$ cat src/rtl/lane_rr_arbiter_pkg.sv
// Shared widths, filler code and arbiter state encoding for the two-lane
// round-robin arbiter and its lane FIFOs.
package lane_rr_arbiter_pkg;

    localparam int DATA_W      = 8;
    localparam int FIFO_DEPTH  = 4;
    localparam int ADDR_W      = 2;
    localparam int ALMOST_FULL = 3;

    localparam logic [DATA_W-1:0] IDLE_CODE = 8'hBC;

    // Encodes which lane received the most recent grant.
    typedef enum logic {
        LAST0 = 1'b0,
        LAST1 = 1'b1
    } arb_state_t;

endpackage

$ cat src/rtl/lane_fifo.sv
// Small per-lane byte FIFO. Fullness is judged on the registered count, so a
// full FIFO refuses a write even when it is popped on the same edge.
module lane_fifo
    import lane_rr_arbiter_pkg::*;
#(
    parameter int WIDTH = DATA_W,
    parameter int DEPTH = FIFO_DEPTH,
    parameter int AW    = ADDR_W
) (
    input  logic            clk_2f,
    input  logic            reset,
    input  logic            wr_en,
    input  logic [WIDTH-1:0] wr_data,
    input  logic            rd_en,
    output logic [WIDTH-1:0] rd_data,
    output logic [AW:0]     count,
    output logic            empty,
    output logic            full
);

    localparam int CW = AW + 1;

    logic [WIDTH-1:0] mem [DEPTH];
    logic [AW-1:0]    wr_ptr;
    logic [AW-1:0]    rd_ptr;
    logic             wr_ok;
    logic             rd_ok;

    assign empty   = (count == '0);
    assign full    = (count == CW'(DEPTH));
    assign wr_ok   = wr_en && !full;
    assign rd_ok   = rd_en && !empty;
    assign rd_data = mem[rd_ptr];

    always_ff @(posedge clk_2f or negedge reset) begin
        if (!reset) begin
            wr_ptr <= '0;
            rd_ptr <= '0;
            count  <= '0;
        end else begin
            if (wr_ok) wr_ptr <= wr_ptr + AW'(1);
            if (rd_ok) rd_ptr <= rd_ptr + AW'(1);
            count <= count + CW'(wr_ok) - CW'(rd_ok);
        end
    end

    // Storage carries no reset; only the pointers define what is valid.
    always_ff @(posedge clk_2f) begin
        if (wr_ok) mem[wr_ptr] <= wr_data;
    end

endmodule

$ cat src/rtl/lane_rr_arbiter.sv
// Two-lane round-robin arbiter sharing one byte path; one byte per cycle is
// popped from a lane FIFO and registered onto data_out with its lane tag.
module lane_rr_arbiter
    import lane_rr_arbiter_pkg::*;
(
    input  logic              clk_2f,
    input  logic              reset,
    input  logic [DATA_W-1:0] data_in_0_c,
    input  logic              valid_in_0_c,
    input  logic [DATA_W-1:0] data_in_1_c,
    input  logic              valid_in_1_c,
    output logic [DATA_W-1:0] data_out,
    output logic              valid_out,
    output logic              lane_sel_out,
    output logic              pause_0,
    output logic              pause_1,
    output logic              overflow_0,
    output logic              overflow_1,
    output arb_state_t        state_dbg
);

    localparam int CW = ADDR_W + 1;

    arb_state_t        state;
    arb_state_t        state_nxt;
    logic              grant_valid;
    logic              grant_lane;
    logic              rd_en_0;
    logic              rd_en_1;
    logic [DATA_W-1:0] head_0;
    logic [DATA_W-1:0] head_1;
    logic [CW-1:0]     count_0;
    logic [CW-1:0]     count_1;
    logic              empty_0;
    logic              empty_1;
    logic              full_0;
    logic              full_1;

    lane_fifo u_fifo_0 (
        .clk_2f  (clk_2f),
        .reset   (reset),
        .wr_en   (valid_in_0_c),
        .wr_data (data_in_0_c),
        .rd_en   (rd_en_0),
        .rd_data (head_0),
        .count   (count_0),
        .empty   (empty_0),
        .full    (full_0)
    );

    lane_fifo u_fifo_1 (
        .clk_2f  (clk_2f),
        .reset   (reset),
        .wr_en   (valid_in_1_c),
        .wr_data (data_in_1_c),
        .rd_en   (rd_en_1),
        .rd_data (head_1),
        .count   (count_1),
        .empty   (empty_1),
        .full    (full_1)
    );

    assign pause_0   = (count_0 >= CW'(ALMOST_FULL));
    assign pause_1   = (count_1 >= CW'(ALMOST_FULL));
    assign state_dbg = state;

    // Reset to LAST1 so lane 0 wins the first tie.
    always_ff @(posedge clk_2f or negedge reset) begin
        if (!reset) state <= LAST1;
        else        state <= state_nxt;
    end

    always_comb begin
        state_nxt = state;
        if (grant_valid) state_nxt = grant_lane ? LAST1 : LAST0;
    end

    always_comb begin
        grant_valid = !empty_0 || !empty_1;
        grant_lane  = 1'b0;
        if (!empty_0 && !empty_1) grant_lane = (state == LAST0);
        else                      grant_lane = !empty_1;
        rd_en_0 = grant_valid && !grant_lane;
        rd_en_1 = grant_valid && grant_lane;
    end

    // lane_sel_out keeps the last granted lane across idle cycles.
    always_ff @(posedge clk_2f or negedge reset) begin
        if (!reset) begin
            data_out     <= IDLE_CODE;
            valid_out    <= 1'b0;
            lane_sel_out <= 1'b0;
        end else begin
            valid_out <= grant_valid;
            data_out  <= grant_valid ? (grant_lane ? head_1 : head_0) : IDLE_CODE;
            if (grant_valid) lane_sel_out <= grant_lane;
        end
    end

    always_ff @(posedge clk_2f or negedge reset) begin
        if (!reset) begin
            overflow_0 <= 1'b0;
            overflow_1 <= 1'b0;
        end else begin
            if (valid_in_0_c && full_0) overflow_0 <= 1'b1;
            if (valid_in_1_c && full_1) overflow_1 <= 1'b1;
        end
    end

endmodule

$ cat config.mk
export PLATFORM = sky130hd
export DESIGN_NAME = lane_rr_arbiter
export DESIGN_NICKNAME = d
export VERILOG_FILES = /design/src/rtl/lane_rr_arbiter_pkg.sv /design/src/rtl/lane_fifo.sv /design/src/rtl/lane_rr_arbiter.sv
export SDC_FILE = /design/constraint.sdc
export NUM_CORES = 1
export LEC_CHECK = 0
export CAP_MARGIN = 20
export CORE_MARGIN = 1.5
export CORE_UTILIZATION = 30
export DETAILED_ROUTE_END_ITERATION = 8
export GPL_TIMING_DRIVEN = 0
export PLACE_DENSITY_LB_ADDON = 0.3
export SLEW_MARGIN = 20
export SYNTH_ARGS = -nofsm -noshare
export SYNTH_HDL_FRONTEND = slang
export SYNTH_SLANG_ARGS = --single-unit
$ cat constraint.sdc
create_clock -name clk_2f -period 2.95 [get_ports clk_2f]
set_input_delay 0.59 -clock clk_2f [delete_from_list [all_inputs] [get_ports clk_2f]]
set_output_delay 0.59 -clock clk_2f [all_outputs]
set_load 0.05 [all_outputs]
Word-level counts from Yosys, hierarchy flattened
Memories as Yosys holds them, arrays and structs flattened.
Index checks and enable logic that the tools add are counted.
{"block": "op_classes", "div_mod_pow": 0, "shifts": 0, "bitwise_logic": 1, "n_reduce_logical": 17, "n_mux": 8, "addsub": 8, "order_cmp": 2, "n_eq_ne": 2, "mul": 0}
{"operator": "$mux W8", "n": 2}
{"operator": "$logic_and A1 B1 Y1", "n": 9}
{"operator": "$add A2 B1 Y2 const B", "n": 4}
{"operator": "$add A3 B1 Y3", "n": 2}
{"operator": "$eq A3 B3 Y1 const B", "n": 2}
{"operator": "$ge A3 B2 Y1 const B", "n": 2}
{"operator": "$logic_not A3 Y1", "n": 2}
{"operator": "$mux W1", "n": 6}
{"operator": "$sub A3 B1 Y3", "n": 2}
{"operator": "$logic_not A1 Y1", "n": 5}
{"operator": "$logic_or A1 B1 Y1", "n": 1}
{"operator": "$not A1 Y1", "n": 1}
{"block": "totals", "ramBits": 64, "wordCells": 52, "memories": 2, "mem_bits_ro": 0, "latch_bits": 0, "regBits": 27, "out_inout_bits": 15}
{"name": "u_fifo_0.mem", "depth": 4, "word_bits": 8, "read_ports": 1, "rd_ports_with_merged_regs": 0, "write_ports": 1, "line": "lane_fifo.sv:23", "rtl": "logic [WIDTH-1:0] mem [DEPTH];"}
{"name": "u_fifo_1.mem", "depth": 4, "word_bits": 8, "read_ports": 1, "rd_ports_with_merged_regs": 0, "write_ports": 1, "line": "lane_fifo.sv:23"}

Logic depth before layout (Yosys ltp)
Gate-level depths: netlist of the first run.
{"block": "depth", "word_depth": 8, "ltp_mapped": 9}

By module
From an unflattened synthesis of the first run, not the netlist that was laid out.
{"block": "hier_totals", "hier_cells": 203, "area_unflattened_um2": 3774.9}
{"module": "lane_fifo", "cells_per_inst": 83, "instances": 2, "area_each_um2": 1622.8, "seq_area_each_um2": 1136.1}
{"module": "lane_rr_arbiter", "cells_per_inst": 37, "instances": 1, "area_each_um2": 529.3, "seq_area_each_um2": 332.8}

Worst setup path before layout of the first run
Ideal clock, no wire load.
{"block": "synth_path", "path_type": "register to register", "start": "register state (netlist: state_dbg)", "end": "register u_fifo_1.count[2]", "required_time_ps": 2827, "n_path_buf": 0, "stages_incl_launch_ff": 10, "slack_ps": 760, "t_arrival_ps": 2068, "cell_sequence": "dfstp_2 -> o31ai_1 -> nand2_2 -> inv_2 -> ha_1 -> inv_1 -> ha_1 -> inv_1 -> fa_1 -> xnor2_1"}
{"block": "synth_via", "elab_chain_cells": 5}
{"item": "start, declared", "line": "lane_rr_arbiter.sv:24", "rtl": "arb_state_t state;"}
{"item": "start signal, assigned", "line": "lane_rr_arbiter.sv:70", "rtl": "else state <= state_nxt;"}
{"item": "$not A1 Y1", "line": "lane_rr_arbiter.sv:81", "rtl": "if (!empty_0 && !empty_1) grant_lane = (state == LAST0);"}
{"item": "$mux W1", "line": "lane_rr_arbiter.sv:81"}
{"item": "$logic_and A1 B1 Y1", "line": "lane_rr_arbiter.sv:84", "rtl": "rd_en_1 = grant_valid && grant_lane;"}
{"item": "$logic_and A1 B1 Y1", "line": "lane_fifo.sv:32", "rtl": "assign rd_ok = rd_en && !empty;"}
{"item": "via u_fifo_1.rd_ok", "line": "lane_fifo.sv:27", "rtl": "logic rd_ok;"}
{"item": "$sub A3 B1 Y3", "line": "lane_fifo.sv:43", "rtl": "count <= count + CW'(wr_ok) - CW'(rd_ok);"}
{"item": "end signal, assigned", "line": "lane_fifo.sv:43"}
{"item": "end, declared", "line": "lane_fifo.sv:16", "rtl": "output logic [AW:0] count,"}
The timed path passes the listed nets, and every way through them passes these cells.
A chain may end at the register's enable or synchronous reset.

Final worst setup path of the first run
{"block": "layout_path", "start": "register u_fifo_0.count[2]", "end": "output pause_0"}
{"block": "layout_via", "elab_chain_cells": 1}
{"item": "start, declared", "line": "lane_fifo.sv:16"}
{"item": "start signal, assigned", "line": "lane_fifo.sv:43"}
{"item": "$ge A3 B2 Y1", "line": "lane_rr_arbiter.sv:63", "rtl": "assign pause_0 = (count_0 >= CW'(ALMOST_FULL));"}
{"item": "end, declared", "line": "lane_rr_arbiter.sv:15", "rtl": "output logic pause_0,"}
No other way between the ends.

==> summary.md, run 1 <==
| Metric | Value |
|---|---|
| Status | finished, final reports clean |
| Worst Skew | 0.00998 ns |
| Starting density of the core | 30.6% |
| M3 GR Usage | 3.51% |
| Post-CTS Setup Inserts | 0 |
| Gr ovfl total | 0 |
| Reg-to-reg startpoint | u_fifo_0.count[1] |
| Post-synth EDFFs | between 60 and 70 |
| Iter 0 DRT Violations | 66 |
| Final count of negative-setup-slack endpoints | 0 |
| Row Count | 40 |
| Tmin final | 2.55 ns |
| Area of the multi-input gates | about 960 um2 |
| Clk Latency, worst-skew pair | 0.33 ns |
| Register Area | 0.00261 mm2 |
| Worst-path fanout max | 6 |
| Largest family of logic cells by synthesized area | multiplexers |
| IO buf count | 34 |
| First-pass GRT wire length | 9470 um |
| Unrepaired setup endpoints after global routing | false |
| Yosys cell types | 32 |
| CTS Buf Count | 9 |
| Chip Height | 114 um |
| Final hold violation count | 0 |
| Crit path capture type | output pin |
| FF-to-FF path depth | 9 |
| Power consumption | 0.00516 W |
| Period Utilization, post-route | 86.3% |
| Ys flop type | edfxtp_1 |
| P&R area growth vs syn | 22.6% |
| Simple-gate share of the synthesized area | 3.41% |
| Remaining DRCs | 0 |
| I/O pin total | 35 |
| Leak | 1.64 nW |
| Top delay family on crit path | buffers and inverters |
| Compound-Gate Fraction of Synth Area | 4.40% |
| Critical Path, Cell by Cell | inv_1 > ha_1 > o21ai_0 > nand2_1 > clkdlybuf4s50_1 |
| Routed Antenna Nets | 0 |
| Crit-path slowest cell | clkdlybuf4s50_1 |
| Resize count post-CTS | 0 |
| Synth Area in XOR/XNOR | 1.91% |
| Crit start category | flip-flop |
| Clock buffer depth | 2 |
| Die Wd | about 110 um |
| TNS Setup | 0 ns |
| Sequential share of the synthesized area | 71.1% |
| CTS H-tree depth | 3 |
| Data required time of the critical path | 2.36 ns |
| Mapped Area | 0.00367 mm2 |
| # clock sinks | 91 |
| Reg clk slew, reported paths | roughly 0.06 ns |
| Routed vias/inst | 4.43 |
| N_diodes | 0 |
| TritonCTS clock tree | yes |
| Reg2reg setup slack | 0.55 ns |
| DRT Pass-1 Iters | 4 |
| Core Footprint | ~0.012 mm2 |
| F_max | 0.393 GHz |
| RR Endpoint | u_fifo_1.count[2] |
| Met2 usage | 16.1% |
| Layout Cells excl Fill | 390 |
| CP peak stage delay | 0.69 ns |
| Final HPWL DP | 4240 um |
| Final instance area | 0.00449 mm2 |
| Number of global-route vias before repair | around 1700 |
| Overall routing resource usage | 10.4% |
| Pwr/cell area | roughly 1100 mW/mm2 |
| Fin. max-slew vios | 0 |
| Nets | between 200 and 300 |
| Worst Hold Class | primary input to asynchronous set/reset pin |
| Root Driver | clkbuf_16 |
| Top cells by area, synth | edfxtp_1 (52%), dfrtp_1 (14%), mux4_2 (8.6%) |
| Maximum number of pins on one net before global-route repair | 28 |
| Asr flop ratio synth | 29.7% |
| Fill count | approximately 1100 |
| Vias | around 1700 |
| Placed insts | 374 |
| Seq cells post-synth | slightly above 90 |
| Yosys warns | 0 |
| Avg Cell Area, Syn | 19.0 um2 |
| Synth top area share | 52.4% |
| WP data arrival | between 1.5 and 2 ns |
| Layout cells sized above 1 | 20.2% |
| Peak supply drop | 0.596 mV |
| Final WL | 6180 um |
| Max Cap Violations | 0 |
| GR peak layer | met2 |
| # hold bufs at CTS | 0 |
| Gate Count Post-Synth | 193 |
| Initial antenna violation count | 0 |
| Worst-Margin Slew | 0.647 ns |
| Average wire per standard cell | 15.8 um |
| CP Buf/Inv Count | 2 |
| Area after DPL | about 0.0042 mm2 |
| Mapped Nets | about 230 |
| Final Wtd Congestion | 0.660 |
| Worst slew margin | 56.9% |
| Mux contribution to synthesized area | 10.6% |
| Crit path kind | flip-flop to output pin |
| Post-synth top area cell | edfxtp_1 |
| Post-Synth Adder-Cell Area | 5.87% |
| Die area | 0.0129 mm2 |
| M1 GR Usage | a little over an eighth |
==> layout make-up <==
cell class	count	share of cell area (%)
inverter	17	1.53
clock inverter	6	1.78
tap	147	4.09
multi-input combinational	81	21.4
buffer	4	0.668
sequential	91	58.0
timing repair buffer	34	7.46
clock buffer	10	5.09
==> cells in the mapped netlist, types with 3 or more instances <==
library cell and number:
inv_1 15, xnor2_1 7, dfrtp_1 21, o22a_1 5, dfstp_2 6, nor2_1 4, mux4_2 14, and2_1 8
edfxtp_1 64, nand2_1 3, ha_1 14, a22o_1 3
==> worst register-to-register path, stage by stage (launching register included) <==
cell and delay, ns:
dfrtp_1 0.46, o31ai_1 0.48, nand2_2 0.23, inv_2 0.16, ha_1 0.24, inv_1 0.05, ha_1 0.12, inv_1 0.05
fa_1 0.37, xnor2_1 0.13
==> power by group <==
part           internal (W)  total [W]  switching [W]
clock network      0.000734    0.00117       0.000440
registers           0.00181    0.00199       0.000187
logic              0.000848    0.00200        0.00115
==> metal layers <==
metal	routed length [um]	vias up
met5	0	-
met4	77	0
met3	247	8
met2	2970	34
met1	2880	870
li1	-	817
==> worst max path at each step <==
stage	from	to	slack, ns	cells past startpoint
2_1_floorplan	state_dbg	u_fifo_1.count[2]	0.76	9
3_3_place_gp	u_fifo_0.count[1]	u_fifo_1.count[2]	0.50	9
3_5_place_dp	u_fifo_0.count[1]	u_fifo_1.count[2]	0.52	9
4_1_cts	u_fifo_0.count[2]	pause_0	0.36	5
5_1_grt	u_fifo_0.count[2]	pause_0	0.26	5
6_report	u_fifo_0.count[2]	pause_0	0.40	5
==> state kept, by name, indices dropped and copies added (netlist names) <==
register,cells
u_fifo_0.mem,32
u_fifo_0.rd_ptr,2
valid_out,1
state_dbg,1
overflow_0,1
u_fifo_1.rd_ptr,2
lane_sel_out,1
overflow_1,1
u_fifo_0.count,3
u_fifo_1.count,3
u_fifo_0.wr_ptr,2
u_fifo_1.mem,32
data_out,8
u_fifo_1.wr_ptr,2
==> stage by stage <==
stage / hold slack, ns / utilization, % / setup slack, ns
floorplan: 0.294 / - / 0.760
global placement: 0.453 / 35.0 / 0.498
detailed placement: 0.461 / 35.0 / 0.518
CTS: 0.299 / 37.6 / 0.362
global route: 0.327 / 37.6 / 0.263
finish: 0.282 / 37.6 / 0.404
==> cell families after synthesis <==
family,count (synthesis)
DFF,91
buffers and inverters,21
and+or+nand+nor,21
AOI/OAI and AO/OA,18
muxes,18
adders and majority gates,16
xor gates and xnor gates,8
==> layout by cell type (no fill, tap or decap), drive strengths merged <==
| cell | count |
|---|---|
| dfrtp | 21 |
| o211a | 1 |
| buf | 5 |
| a31o | 2 |
| nor3 | 2 |
| mux2 | 2 |
| nor2 | 4 |
| inv | 17 |
| mux4 | 16 |
| ha | 14 |
| nand3 | 1 |
| or3 | 2 |
| o21ai | 3 |
| xor2 | 1 |
| clkbuf | 10 |
| clkdlybuf4s50 | 33 |
| clkinvlp | 1 |
| a22o | 3 |
| edfxtp | 64 |
| and2 | 8 |
| nand2 | 4 |
| fa | 2 |
| o22a | 5 |
| a21boi | 3 |
| dfstp | 6 |
| clkinv | 3 |
| bufinv | 2 |
| o31ai | 1 |
| xnor2 | 7 |
No activity file was read; power rests on OpenSTA's default activity.
==> run 2: changes to the inputs <==
Settings changed: CORE_UTILIZATION 30 to 56.
Clock period 2.95 ns to 2.4 ns, I/O delays scaled along.
==> run 2 against run 1 <==
  * First-iteration DRC count rose by 64%
  * Worst setup slack got worse by 0.28 ns
  * Clock-buffer cell count fell by 1
  * Clock power fell by 3%
  * Sequential share of layout area rose by 2.2 points
  * Clock skew rose by 0.0011 ns
  * Largest cell class unchanged
  * Largest power group is now registers
  * Highest routed layer unchanged
  * Final cell count fell by 18%
  * Cell area fell by 3.6%
==> summary.md, run 2 (same netlist as run 1, synthesis figures left out) <==
| Metric | Value |
|---|---|
| Final HPWL DP | 3790 um (was 4240 um) |
| Gr ovfl total | 0 (unchanged) |
| Final hold violation count | 0 (unchanged) |
| Data required time of the critical path | 1.92 ns (was 2.36 ns) |
| DRT Pass-1 Iters | 4 (unchanged) |
| Row Count | 29 (was 40) |
| Die Wd | 83.9 um (was 114 um) |
| Crit-path slowest cell | clkdlybuf4s50_1 (unchanged) |
| IO buf count | 34 (unchanged) |
| Nets | 274 (unchanged) |
| Crit path capture type | output pin (unchanged) |
| Worst slew margin | 58.9% (was 56.9%) |
| Crit start category | flip-flop (unchanged) |
| Fin. max-slew vios | 0 (unchanged) |
| TNS Setup | 0 ns (unchanged) |
| Routed Antenna Nets | 0 (unchanged) |
| Chip Height | 83.9 um (was 114 um) |
| Clock buffer depth | 2 (unchanged) |
| First-pass GRT wire length | 8970 um (was 9470 um) |
| Placed insts | 304 (was 374) |
| Critical Path, Cell by Cell | clkdlybuf4s50_1 (was inv_1 > ha_1 > o21ai_0 > nand2_1 > clkdlybuf4s50_1) |
| F_max | 0.439 GHz |
| Number of global-route vias before repair | 1811 (was 1726) |
| Layout Cells excl Fill | 320 (was 390) |
| Clk Latency, worst-skew pair | 0.36 ns (was 0.33 ns) |
| Worst setup margin | 0.124 ns (was 0.404 ns) |
| Pwr/cell area | 1390 mW/mm2 (was 1150 mW/mm2) |
| Largest regs | u_fifo_0.mem: 32 flops, u_fifo_1.mem: 32 flops, data_out: 8 flops (unchanged) |
| Remaining DRCs | 0 (unchanged) |
| Most common cell after layout, fill and taps aside | edfxtp_1 (unchanged) |
| Unrepaired setup endpoints after global routing | false (unchanged) |
| Vias | 1718 (was 1729) |
| Area of the multi-input gates | 976 um2 (was 962 um2) |
| Worst Hold Class | primary input to asynchronous set/reset pin (unchanged) |
| Reg clk slew, reported paths | 0.09 ns (was 0.06 ns) |
| Die area | 0.00704 mm2 (was 0.0129 mm2) |
| CP peak stage delay | 0.83 ns (was 0.69 ns) |
| Average wire per standard cell | 17.3 um (was 15.8 um) |
| Most frequent cells in the layout | edfxtp_1 (64), clkdlybuf4s50_1 (31), dfrtp_1 (20) (was edfxtp_1 (64), clkdlybuf4s50_1 (33), dfrtp_1 (21)) |
| CP Buf/Inv Count | 1 (was 2) |
| Status | finished, final reports clean (unchanged) |
| P&R area growth vs syn | 18.2% (was 22.6%) |
| Initial antenna violation count | 0 (unchanged) |
| Crit path kind | flip-flop to output pin (unchanged) |
| CTS H-tree depth | 3 (unchanged) |
| Worst-Margin Slew | 0.616 ns (was 0.647 ns) |
| I/O pin total | 35 (unchanged) |
| Top delay family on crit path | buffers and inverters (unchanged) |
| Starting density of the core | 57.7% (was 30.6%) |
| Final WL | 5530 um (was 6180 um) |
| Fill count | 414 (was 1090) |
| TritonCTS clock tree | yes (unchanged) |
| Tmin final | 2.28 ns |
| Final Wtd Congestion | 0.717 (was 0.660) |
| N_diodes | 0 (unchanged) |
| Overall routing resource usage | 17.9% (was 10.4%) |
| Period Utilization, post-route | 94.8% |
| Leak | 1.60 nW (was 1.64 nW) |
| Register Area | 0.00261 mm2 (about the same) |
| Root Driver | clkbuf_8 (was clkbuf_16) |
| WP data arrival | 1.80 ns (was 1.96 ns) |
| Max Cap Violations | 0 (unchanged) |
| Routed vias/inst | 5.37 (was 4.43) |
| Peak supply drop | 1.25 mV (was 0.596 mV) |
| Post-CTS Setup Inserts | 0 (unchanged) |
| Iter 0 DRT Violations | 108 (was 66) |
| Worst Skew | 0.0111 ns (was 0.00998 ns) |
| Setup WS pre-CTS | 0.0354 ns (was 0.518 ns) |
| Core Footprint | 0.00635 mm2 (was 0.0120 mm2) |
| Maximum number of pins on one net before global-route repair | 28 (unchanged) |
| Layout cells sized above 1 | 22.2% (was 20.2%) |
| Final count of negative-setup-slack endpoints | 0 (unchanged) |
| CTS Buf Count | 9 (unchanged) |
| # clock sinks | 91 (unchanged) |
| Worst-path fanout max | 5 (was 6) |
## run 2: cell types whose count changed in the layout (fill, tap and decap cells not counted), sizes merged
| cell | delta |
|---|---|
| inv | +2 |
| dlygate4sd2 | +2 |
| clkdlybuf4s50 | -2 |
| clkbuf | -1 |
| clkinv | -1 |
## run 2: worst paths after layout
path	startpoint	end	slack, ns	cells past startpoint
min in group clk_2f	overflow_0	overflow_0	0.47	1
max in group asynchronous	reset	u_fifo_1.count[1]	1.84	1
setup reg to reg	u_fifo_0.count[1]	u_fifo_0.count[2]	0.14	9
hold reg to reg	overflow_0	overflow_0	0.47	1
setup / recovery	state_dbg	state_dbg	0.12	1
hold / removal	reset	u_fifo_0.wr_ptr[1]	0.13	1
## run 2: power breakdown
| group | internal (W) | switching [W] |
|---|---|---|
| clock network | 0.000593 | 0.000534 |
| logic | 0.00104 | 0.00137 |
| registers | 0.00222 | 0.000254 |
## run 2: through the flow
| step | total power [W] | hold slack, ns | util (%) | area (um2) |
|---|---|---|---|---|
| after detailed placement | 0.00495 | 0.455 | 64.5 | 4100 |
| after CTS | 0.00606 | 0.145 | 68.0 | 4320 |
| final | 0.00601 | 0.134 | 68.2 | 4330 |
| after global routing | 0.00639 | 0.156 | 68.2 | 4330 |
| after floorplan | 0.00426 | 0.184 | - | 3670 |
| after global placement | 0.00486 | 0.452 | 64.6 | 4100 |
## run 2: cell type report
cell class	instances	area share, %
Timing Repair Buffer	34	7.68
Buffer	4	0.693
Sequential cell	91	60.2
Clock inverter	7	2.28
Multi-Input combinational cell	81	22.5
Tap cell	77	2.22
Inverter	17	1.59
Clock buffer	9	2.86
## run 2: what timing repair did
item | in CTS | in global routing
setup endpoints to repair | 2 | 2
hold buffers | 0 | 0
resized for setup | 2 | 3
## run 2: routing by layer
layer	track usage, %	vias to the layer above	share of wire [%]
li1	-	821	-
met1	23.4	848	44
met2	28.0	43	51
met3	5.34	6	4.3
met4	8.05	0	1.1
met5	0	-	0
==> run 3: changes to the inputs <==
Settings changed: ABC_CLOCK_PERIOD_IN_PS from default to 2400.
==> results of run 3 <==
The final DEF is identical to that of run 2; final timing and power are the same.
